===== config.mk =====
export PLATFORM = sky130hd
export DESIGN_NAME = m2w_xmit
export DESIGN_NICKNAME = d
export VERILOG_FILES = /design/src/rtl/m2w_xmit.sv
export SDC_FILE = /design/constraint.sdc
export NUM_CORES = 1
export LEC_CHECK = 0
export ABC_AREA = 1
export BUFFER_PORTS_ARGS = -buffer_cell sky130_fd_sc_hd__buf_2
export CAP_MARGIN = 20
export CORE_AREA = 2 2 92 94
export DETAILED_ROUTE_END_ITERATION = 7
export DIE_AREA = 0 0 94 96
export GPL_TIMING_DRIVEN = 0
export PLACE_DENSITY = 0.79
export RECOVER_POWER = 25
export REMOVE_ABC_BUFFERS = 1
export SLEW_MARGIN = 10
export SYNTH_ARGS = -nofsm -noshare
export SYNTH_HDL_FRONTEND = slang
export SYNTH_SLANG_ARGS = --single-unit

===== constraint.sdc =====
create_clock -name clk_in -period 1.73 [get_ports clk_in]
set_clock_uncertainty 0.1 [all_clocks]
set_input_delay 0 -clock clk_in [delete_from_list [all_inputs] [get_ports clk_in]]
set_output_delay 0 -clock clk_in [all_outputs]
set_load 0.02 [all_outputs]

===== src/rtl/m2w_xmit.sv =====
// M2W transmit end: formats Memory-stage results (load extract/extend) and
// hands them to Writeback through a 2-entry skid buffer with registered ready.
module m2w_xmit #(
    parameter int RSZ     = 32,
    parameter int GPR_ASZ = 5
) (
    input  logic               clk_in,
    input  logic               reset_in,
    input  logic               cpu_halt,
    input  logic               mem_valid,
    output logic               mem_rdy,
    input  logic               mem_Rd_wr,
    input  logic [GPR_ASZ-1:0] mem_Rd_addr,
    input  logic [RSZ-1:0]     mem_Rd_data,
    input  logic               mem_is_ld,
    input  logic [1:0]         mem_ld_size,
    input  logic               mem_ld_unsigned,
    input  logic [1:0]         mem_byte_off,
    input  logic [RSZ-1:0]     mem_ld_data,
    output logic               m2w_valid,
    input  logic               m2w_rdy,
    output logic               m2w_Rd_wr,
    output logic [GPR_ASZ-1:0] m2w_Rd_addr,
    output logic [RSZ-1:0]     m2w_Rd_data
);

    if (RSZ != 32) begin : g_badRsz
        $fatal(1, "m2w_xmit: RSZ must be 32");
    end
    if (GPR_ASZ != 5 && GPR_ASZ != 4) begin : g_badAsz
        $fatal(1, "m2w_xmit: GPR_ASZ must be 4 or 5");
    end

    typedef enum logic [1:0] {
        EMPTY = 2'd0,
        ONE   = 2'd1,
        FULL  = 2'd2
    } state_t;

    typedef struct packed {
        logic               wr;
        logic [GPR_ASZ-1:0] addr;
        logic [RSZ-1:0]     data;
    } entry_t;

    state_t r_state;
    entry_t r_main;
    entry_t r_skid;

    logic       w_in;
    logic       w_out;
    logic [7:0] w_ldByte;
    logic [15:0] w_ldHalf;
    entry_t     w_fmt;

    // Ready depends only on registered occupancy, never on m2w_rdy.
    assign mem_rdy   = reset_in & ~cpu_halt & (r_state != FULL);
    assign m2w_valid = (r_state != EMPTY);
    assign w_in      = mem_valid & mem_rdy;
    assign w_out     = m2w_valid & m2w_rdy;

    assign m2w_Rd_wr   = r_main.wr;
    assign m2w_Rd_addr = r_main.addr;
    assign m2w_Rd_data = r_main.data;

    assign w_ldByte = mem_ld_data[8*mem_byte_off +: 8];
    assign w_ldHalf = mem_byte_off[1] ? mem_ld_data[31:16] : mem_ld_data[15:0];

    always_comb begin
        w_fmt      = '0;
        w_fmt.wr   = mem_Rd_wr & (mem_Rd_addr != '0);
        w_fmt.addr = mem_Rd_addr;
        w_fmt.data = mem_Rd_data;
        if (mem_is_ld) begin
            case (mem_ld_size)
                2'd0: w_fmt.data = mem_ld_unsigned ? {{(RSZ-8){1'b0}}, w_ldByte}
                                                   : {{(RSZ-8){w_ldByte[7]}}, w_ldByte};
                2'd1: w_fmt.data = mem_ld_unsigned ? {{(RSZ-16){1'b0}}, w_ldHalf}
                                                   : {{(RSZ-16){w_ldHalf[15]}}, w_ldHalf};
                default: w_fmt.data = mem_ld_data;
            endcase
        end
    end

    always_ff @(posedge clk_in) begin
        if (!reset_in) begin
            r_state <= EMPTY;
            r_main  <= '0;
            r_skid  <= '0;
        end else begin
            case (r_state)
                EMPTY: begin
                    if (w_in) begin
                        r_main  <= w_fmt;
                        r_state <= ONE;
                    end
                end
                ONE: begin
                    if (w_in && w_out) begin
                        r_main <= w_fmt;
                    end else if (w_in) begin
                        r_skid  <= w_fmt;
                        r_state <= FULL;
                    end else if (w_out) begin
                        r_state <= EMPTY;
                    end
                end
                FULL: begin
                    // Skid is always older than anything new, so it refills main.
                    if (w_out) begin
                        r_main  <= r_skid;
                        r_state <= ONE;
                    end
                end
                default: r_state <= EMPTY;
            endcase
        end
    end

endmodule


; ---- After elaboration in Yosys (flattened, before gate mapping)
; Cells that the tools add are included.
[classes]
mux = 15
n_eq_ne = 9
shifts = 1
n_reduce_logical = 9
bitwise = 7
[ops]
columns = op, count
row1 = 38-bit 2-to-1 mux, 3
row2 = 38-bit one-hot mux with 3 select lines, 1
row3 = 32-bit 2-to-1 mux, 3
row4 = 32-bit one-hot mux with 2 select lines, 1
row5 = 32-bit by 6-bit indexed part select with 8-bit output, 1
row6 = 16-bit 2-to-1 mux, 1
row7 = 2-bit 2-to-1 mux, 5
row8 = "2-bit != test, second input constant", 5
row9 = 4-bit AND reduction, 2
row10 = 2-bit one-hot mux with 3 select lines, 1
row11 = 1-bit bitwise AND, 5
row12 = 5-bit nonzero test, 1
row13 = "2-bit by 1-bit equality test with 1-bit output, second input constant", 2
row14 = 2-bit logical NOT, 2
row15 = "3-bit != test, second input constant", 1
row16 = 3-bit AND reduction, 1
row17 = 3-bit nonzero test, 1
row18 = "2-bit equality test, second input constant", 1
row19 = 1-bit NOT, 2
row20 = 2-bit nonzero test, 1
row21 = 1-bit logical AND, 1
[word_totals]
output_inout_bits = 40
inputBits = 81
ff_bits = 78

; ---- Depth between registers and ports, before layout
[depth]
word_depth = 7
ltp_mapped = 12
ltp_nobuf = 11

; ---- Worst setup path after synthesis
; Ideal clock, no wire load.
[synth_path]
path_kind = register to output
startpoint = reg r_state[0]
endpoint = out mem_rdy
path_slack_ps = 267
path_stages_with_launch = 7
required_time_ps = 1630
arrival_time_ps = 1363
path_buffers = 2
path_cell_list = dfxtp_1 inv_2 nand2_2 inv_1 buf_2 clkbuf_1 nor3_1
[synth_via]
elab_chain_len = 2
[synth_rtl]
columns = element, line
row1 = from (decl), 46  ; state_t r_state;
row2 = from (signal assigned), 87  ; r_state <= EMPTY;
row3 = from (signal assigned), 95  ; r_state <= ONE;
row4 = from (signal assigned), 103  ; r_state <= FULL;
row5 = 2-bit != test, 57  ; assign mem_rdy = reset_in & ~cpu_halt & (r_state != FULL);
row6 = 1-bit bitwise AND, 57
row7 = to (decl), 11  ; output logic mem_rdy,
; Every way passes these cells.

; ---- Final worst setup path
[layout_path]
startpoint = reg r_state[0]
endpoint = reg r_skid[19] (netlist bit)
[layout_via]
elab_chain_len = 6
word_cells_on_any_way = 9
[layout_rtl]
columns = element, line
row1 = 2-bit != test, 57
row2 = 1-bit bitwise AND, 57
row3 = 1-bit bitwise AND, 59  ; assign w_in = mem_valid & mem_rdy;
row4 = 1-bit logical AND, 99  ; if (w_in && w_out) begin
row5 = 1-bit NOT (no line), --
row6 = 3-bit AND reduction (no line) (*), --
row7 = to (signal assigned), 102  ; r_skid <= w_fmt;
row8 = to (decl), 48  ; entry_t r_skid;
; Every way passes the cells marked *; elsewhere a longest branch is shown, timed or not.
; A chain may end at the register's enable or synchronous reset.

==> out/metrics.json <==
{
  "run_status": {"value": "complete, but fails checks"},
  "failed_checks": {"value": "negative hold slack, negative setup slack"},
  "die_h": {"value": 96, "unit": "microns"},
  "rsz0062_at_grt": {"value": "true"},
  "grt_start_max_net_pins": {"value": 48},
  "critical_path_class": {"value": "flip-flop to flip-flop"},
  "sw_share": {"value": 27.8, "unit": "%"},
  "critPathArrivalTime": {"value": 1890, "unit": "ps"},
  "routabilityCongestion": {"value": 0.867},
  "cts.root.buffer_cell": {"value": "clkbuf_8"},
  "ant_nets": {"value": 0},
  "clk_slew_on_worst_s_h_paths": {"value": 80, "unit": "ps"},
  "critical_path.max_stage_delay": {"value": 380, "unit": "ps"},
  "share_seq_of_total_power": {"value": 42.9, "unit": "%"},
  "totalNegativeSetupSlack": {"value": -1.62, "unit": "ps"},
  "cts_htree_levels": {"value": 3},
  "post_route_utilization": {"value": 72.4, "unit": "%"},
  "via_count": {"value": 5229},
  "critical_path.startpoint": {"value": "r_state[0]"},
  "max_clock_freq": {"value": 0.577, "unit": "GHz"},
  "final_min_period_over_clock_period": {"value": 100, "unit": "%"},
  "clock_sink_count": {"value": 78},
  "r2r-start": {"value": "r_state[0]"},
  "worst_setup_path_end_kind": {"value": "flip-flop"},
  "drt_drc": {"value": 0},
  "path_delay_family": {"value": "simple AND/OR/NAND/NOR gates"},
  "vias_per_cell": {"value": 5.86},
  "top_level_ports": {"value": 121},
  "initialDrtViolationCount": {"value": 538},
  "finalSetupViolations": {"value": 1},
  "core": {"value": 8050, "unit": "sq um"},
  "worst_r2r_endpoint": {"value": "r_skid[19]"},
  "clkLatencyLatePin": {"value": 360, "unit": "ps"},
  "worstSetupPathDepth": {"value": 9},
  "global_route_wire_length_before_repair": {"value": 23.7, "unit": "mm"},
  "ff2ff_setup_slack": {"value": -2, "unit": "ps"},
  "net-switching-power": {"value": 0.00122, "unit": "W"},
  "grt_overflow": {"value": 0},
  "whs_path_depth": {"value": 5},
  "synth.ff_latch_count": {"value": 78},
  "critical_path.slowest_cell": {"value": "dfxtp_4"},
  "worst_hold_slack": {"value": -20.6, "unit": "ps"},
  "tightestPinTransition": {"value": 632, "unit": "ps"},
  "via_count_of_the_first_global_routing_pass": {"value": 4829},
  "internal-power": {"value": 0.00316, "unit": "W"},
  "post_synth.cell_area_avg": {"value": 6.60, "unit": "sq um"},
  "synthesis.yosys.warnings": {"value": 0},
  "dieArea": {"value": 9020, "unit": "sq um"},
  "placement.io_buffers": {"value": 120},
  "register_area": {"value": 1570, "unit": "sq um"},
  "cp.required": {"value": 1890, "unit": "ps"},
  "cts.path.max_buffers": {"value": 2},
  "synth.distinct_cells": {"value": 25},
  "nets": {"value": 864},
  "antenna_found_initial": {"value": 1},
  "hpwl": {"value": 7.73, "unit": "mm"},
  "finalHoldViolCount": {"value": 1},
  "hp-start": {"value": "mem_ld_data[16]"},
  "multiInputGateArea": {"value": 2350, "unit": "sq um"},
  "power_frac_clock": {"value": 37.6, "unit": "%"},
  "synthesis.area": {"value": 4060, "unit": "sq um"},
  "layout-drive-gt1-share": {"value": 22.7, "unit": "%"},
  "comb_power_share": {"value": 19.4, "unit": "%"},
  "drt_first_pass_iters": {"value": 5},
  "hold-path-endpoint": {"value": "r_skid[16]"},
  "irDropWorstVdd": {"value": 459, "unit": "uV"},
  "cp_cell_sequence": {"value": "inv_2 -> nand2_8 -> nand3_4 -> nor2_4 -> buf_4 -> buf_12 -> nand3_4 -> a21oi_1 -> nor2_1"},
  "floorplan.rows": {"value": 33},
  "critical_path.startpoint_type": {"value": "flip-flop"},
  "path_common_cell": {"value": "nand3_4"},
  "p_per_area": {"value": 751, "unit": "nW/um^2"},
  "tritoncts_clock_tree": {"value": "yes"},
  "power_leakage": {"value": 2.69, "unit": "nW"},
  "postRouteWirelength": {"value": 15.5, "unit": "mm"},
  "critical_path.n_buffers_inverters": {"value": 3},
  "globalRouteTotalUtil": {"value": 33.9, "unit": "%"},
  "insertedDiodeCount": {"value": 0},
  "r2r_cells": {"value": 9},
  "drv_slew": {"value": 0},
  "floorplan.die.width": {"value": 94, "unit": "microns"},
  "initial_core_util": {"value": 50.5, "unit": "%"},
  "post_synthesis_instance_total": {"value": 616},
  "path_max_fanout": {"value": 8},
  "tritoncts.num_buffers": {"value": 9},
  "final_critical_path_setup_slack": {"value": -1.62, "unit": "ps"},
  "cap_violations": {"value": 0},
  "worst_hold_path_type": {"value": "input port to flip-flop"},
  "filler_cell_count": {"value": 688},
  "timing.max_slew.rel_slack": {"value": 57.8, "unit": "%"},
  "layout-area-overhead-vs-synth": {"value": 43.3, "unit": "%"},
  "wl_per_cell": {"value": 17.4, "unit": "microns"},
  "synth_seq_area_share": {"value": 38.4, "unit": "%"},
  "fin_crit": {"value": 1730, "unit": "ps"}
}
[per-stage QoR]
step	total power, W	worst slack [ps]	area, sq um	std cells
2_1_floorplan	0.00229	-507	3860	571
3_3_place_gp	0.00256	-1600	4590	796
3_5_place_dp	0.00258	-1670	4620	797
4_1_cts	0.00433	3.26	5730	886
5_1_grt	0.00453	-17.5	5830	893
6_report	0.00437	-1.62	5830	893
[worst max-delay path by stage]
stage | end
after global routing | r_skid[28]
after detailed placement | r_skid[30]
after floorplan | r_skid[10]
final | r_skid[19]
after CTS | m2w_Rd_data[7]
after global placement | r_skid[11]
[layer usage]
layer,track usage (%),vias up,wire [microns]
met5,0,-,16
met4,15.1,2,641
met3,6.03,68,1550
met2,57.6,326,7310
met1,42.2,2411,5980
li1,-,2422,-
[registers in the layout, indices dropped and copies added, names as in the netlist]
name         cells
m2w_Rd_addr      5
r_skid          38
r_state          2
m2w_Rd_data     32
m2w_Rd_wr        1
[power groups by stage]
| stage | clock [W] | combinational [W] | sequential, W |
|---|---|---|---|
| 2_1_floorplan | 0 | 0.000314 | 0.00198 |
| 4_1_cts | 0.00165 | 0.000807 | 0.00188 |
| 6_report | 0.00164 | 0.000851 | 0.00188 |
| 3_3_place_gp | 0 | 0.000644 | 0.00192 |
| 5_1_grt | 0.00172 | 0.000925 | 0.00189 |
| 3_5_place_dp | 0 | 0.000663 | 0.00192 |
[layout by cell type (no fill, tap or decap), drive strengths merged]
cell | synthesis | routed
a31oi | 5 | 5
a21oi | 127 | 127
dfxtp | 78 | 78
bufinv | 0 | 3
o21ai | 97 | 97
nand2 | 109 | 111
dlygate4sd3 | 0 | 55
clkbuf | 23 | 38
buf | 22 | 111
or2 | 24 | 24
o21bai | 1 | 1
nand3 | 44 | 46
clkinv | 1 | 4
nand4 | 1 | 1
nor2 | 54 | 54
inv | 28 | 29
clkinvlp | 0 | 2
nor3 | 2 | 2
[final cells by class]
type | count | area share (%)
timing repair inverter | 3 | 0.709
sequential | 78 | 26.9
timing repair buffer | 194 | 23.2
inverter | 29 | 2.45
clock inverter | 6 | 1.89
multi-input combinational | 468 | 40.3
clock buffer | 10 | 2.19
tap | 105 | 2.26
[cell usage after synthesis, drive strengths merged]
| library cell | instances | area share [%] |
|---|---|---|
| or2 | 24 | 3.7 |
| nand3 | 44 | 5.5 |
| nor3 | 2 | 0.25 |
| nor2 | 54 | 5.2 |
| a21oi | 127 | 16 |
| nand4 | 1 | 0.15 |
| o21bai | 1 | 0.18 |
| buf | 22 | 2.9 |
| nand2 | 109 | 10 |
| dfxtp | 78 | 38 |
| inv | 28 | 2.6 |
| o21ai | 97 | 12 |
| clkinv | 1 | 0.12 |
| clkbuf | 23 | 2.1 |
| a31oi | 5 | 0.77 |
[worst register-to-register path: stages, from the launching register on]
cell and delay [ps]:
dfxtp_4 380, inv_2 100, nand2_8 110, nand3_4 110
nor2_4 140, buf_4 140, buf_12 110, nand3_4 200
a21oi_1 210, nor2_1 50
[logic make-up after synthesis]
kind of cell,count (synthesis),synth area share [%]
AO/OA/AOI/OAI,230,28.5
AND/OR/NAND/NOR,234,25.3
buffers and inverters,74,7.73
flip-flops,78,38.4
[what timing repair did]
action / CTS / global route
pin swaps: 4 / 4
setup buffers: 12 / 4
endpoints found under the hold margin: 74 / 28
hold buffers: 54 / 3
cloned: 7 / 0
endpoints found under the setup margin: 79 / 72
resized for setup: 32 / 17
Power figures use the tool's default switching activity.
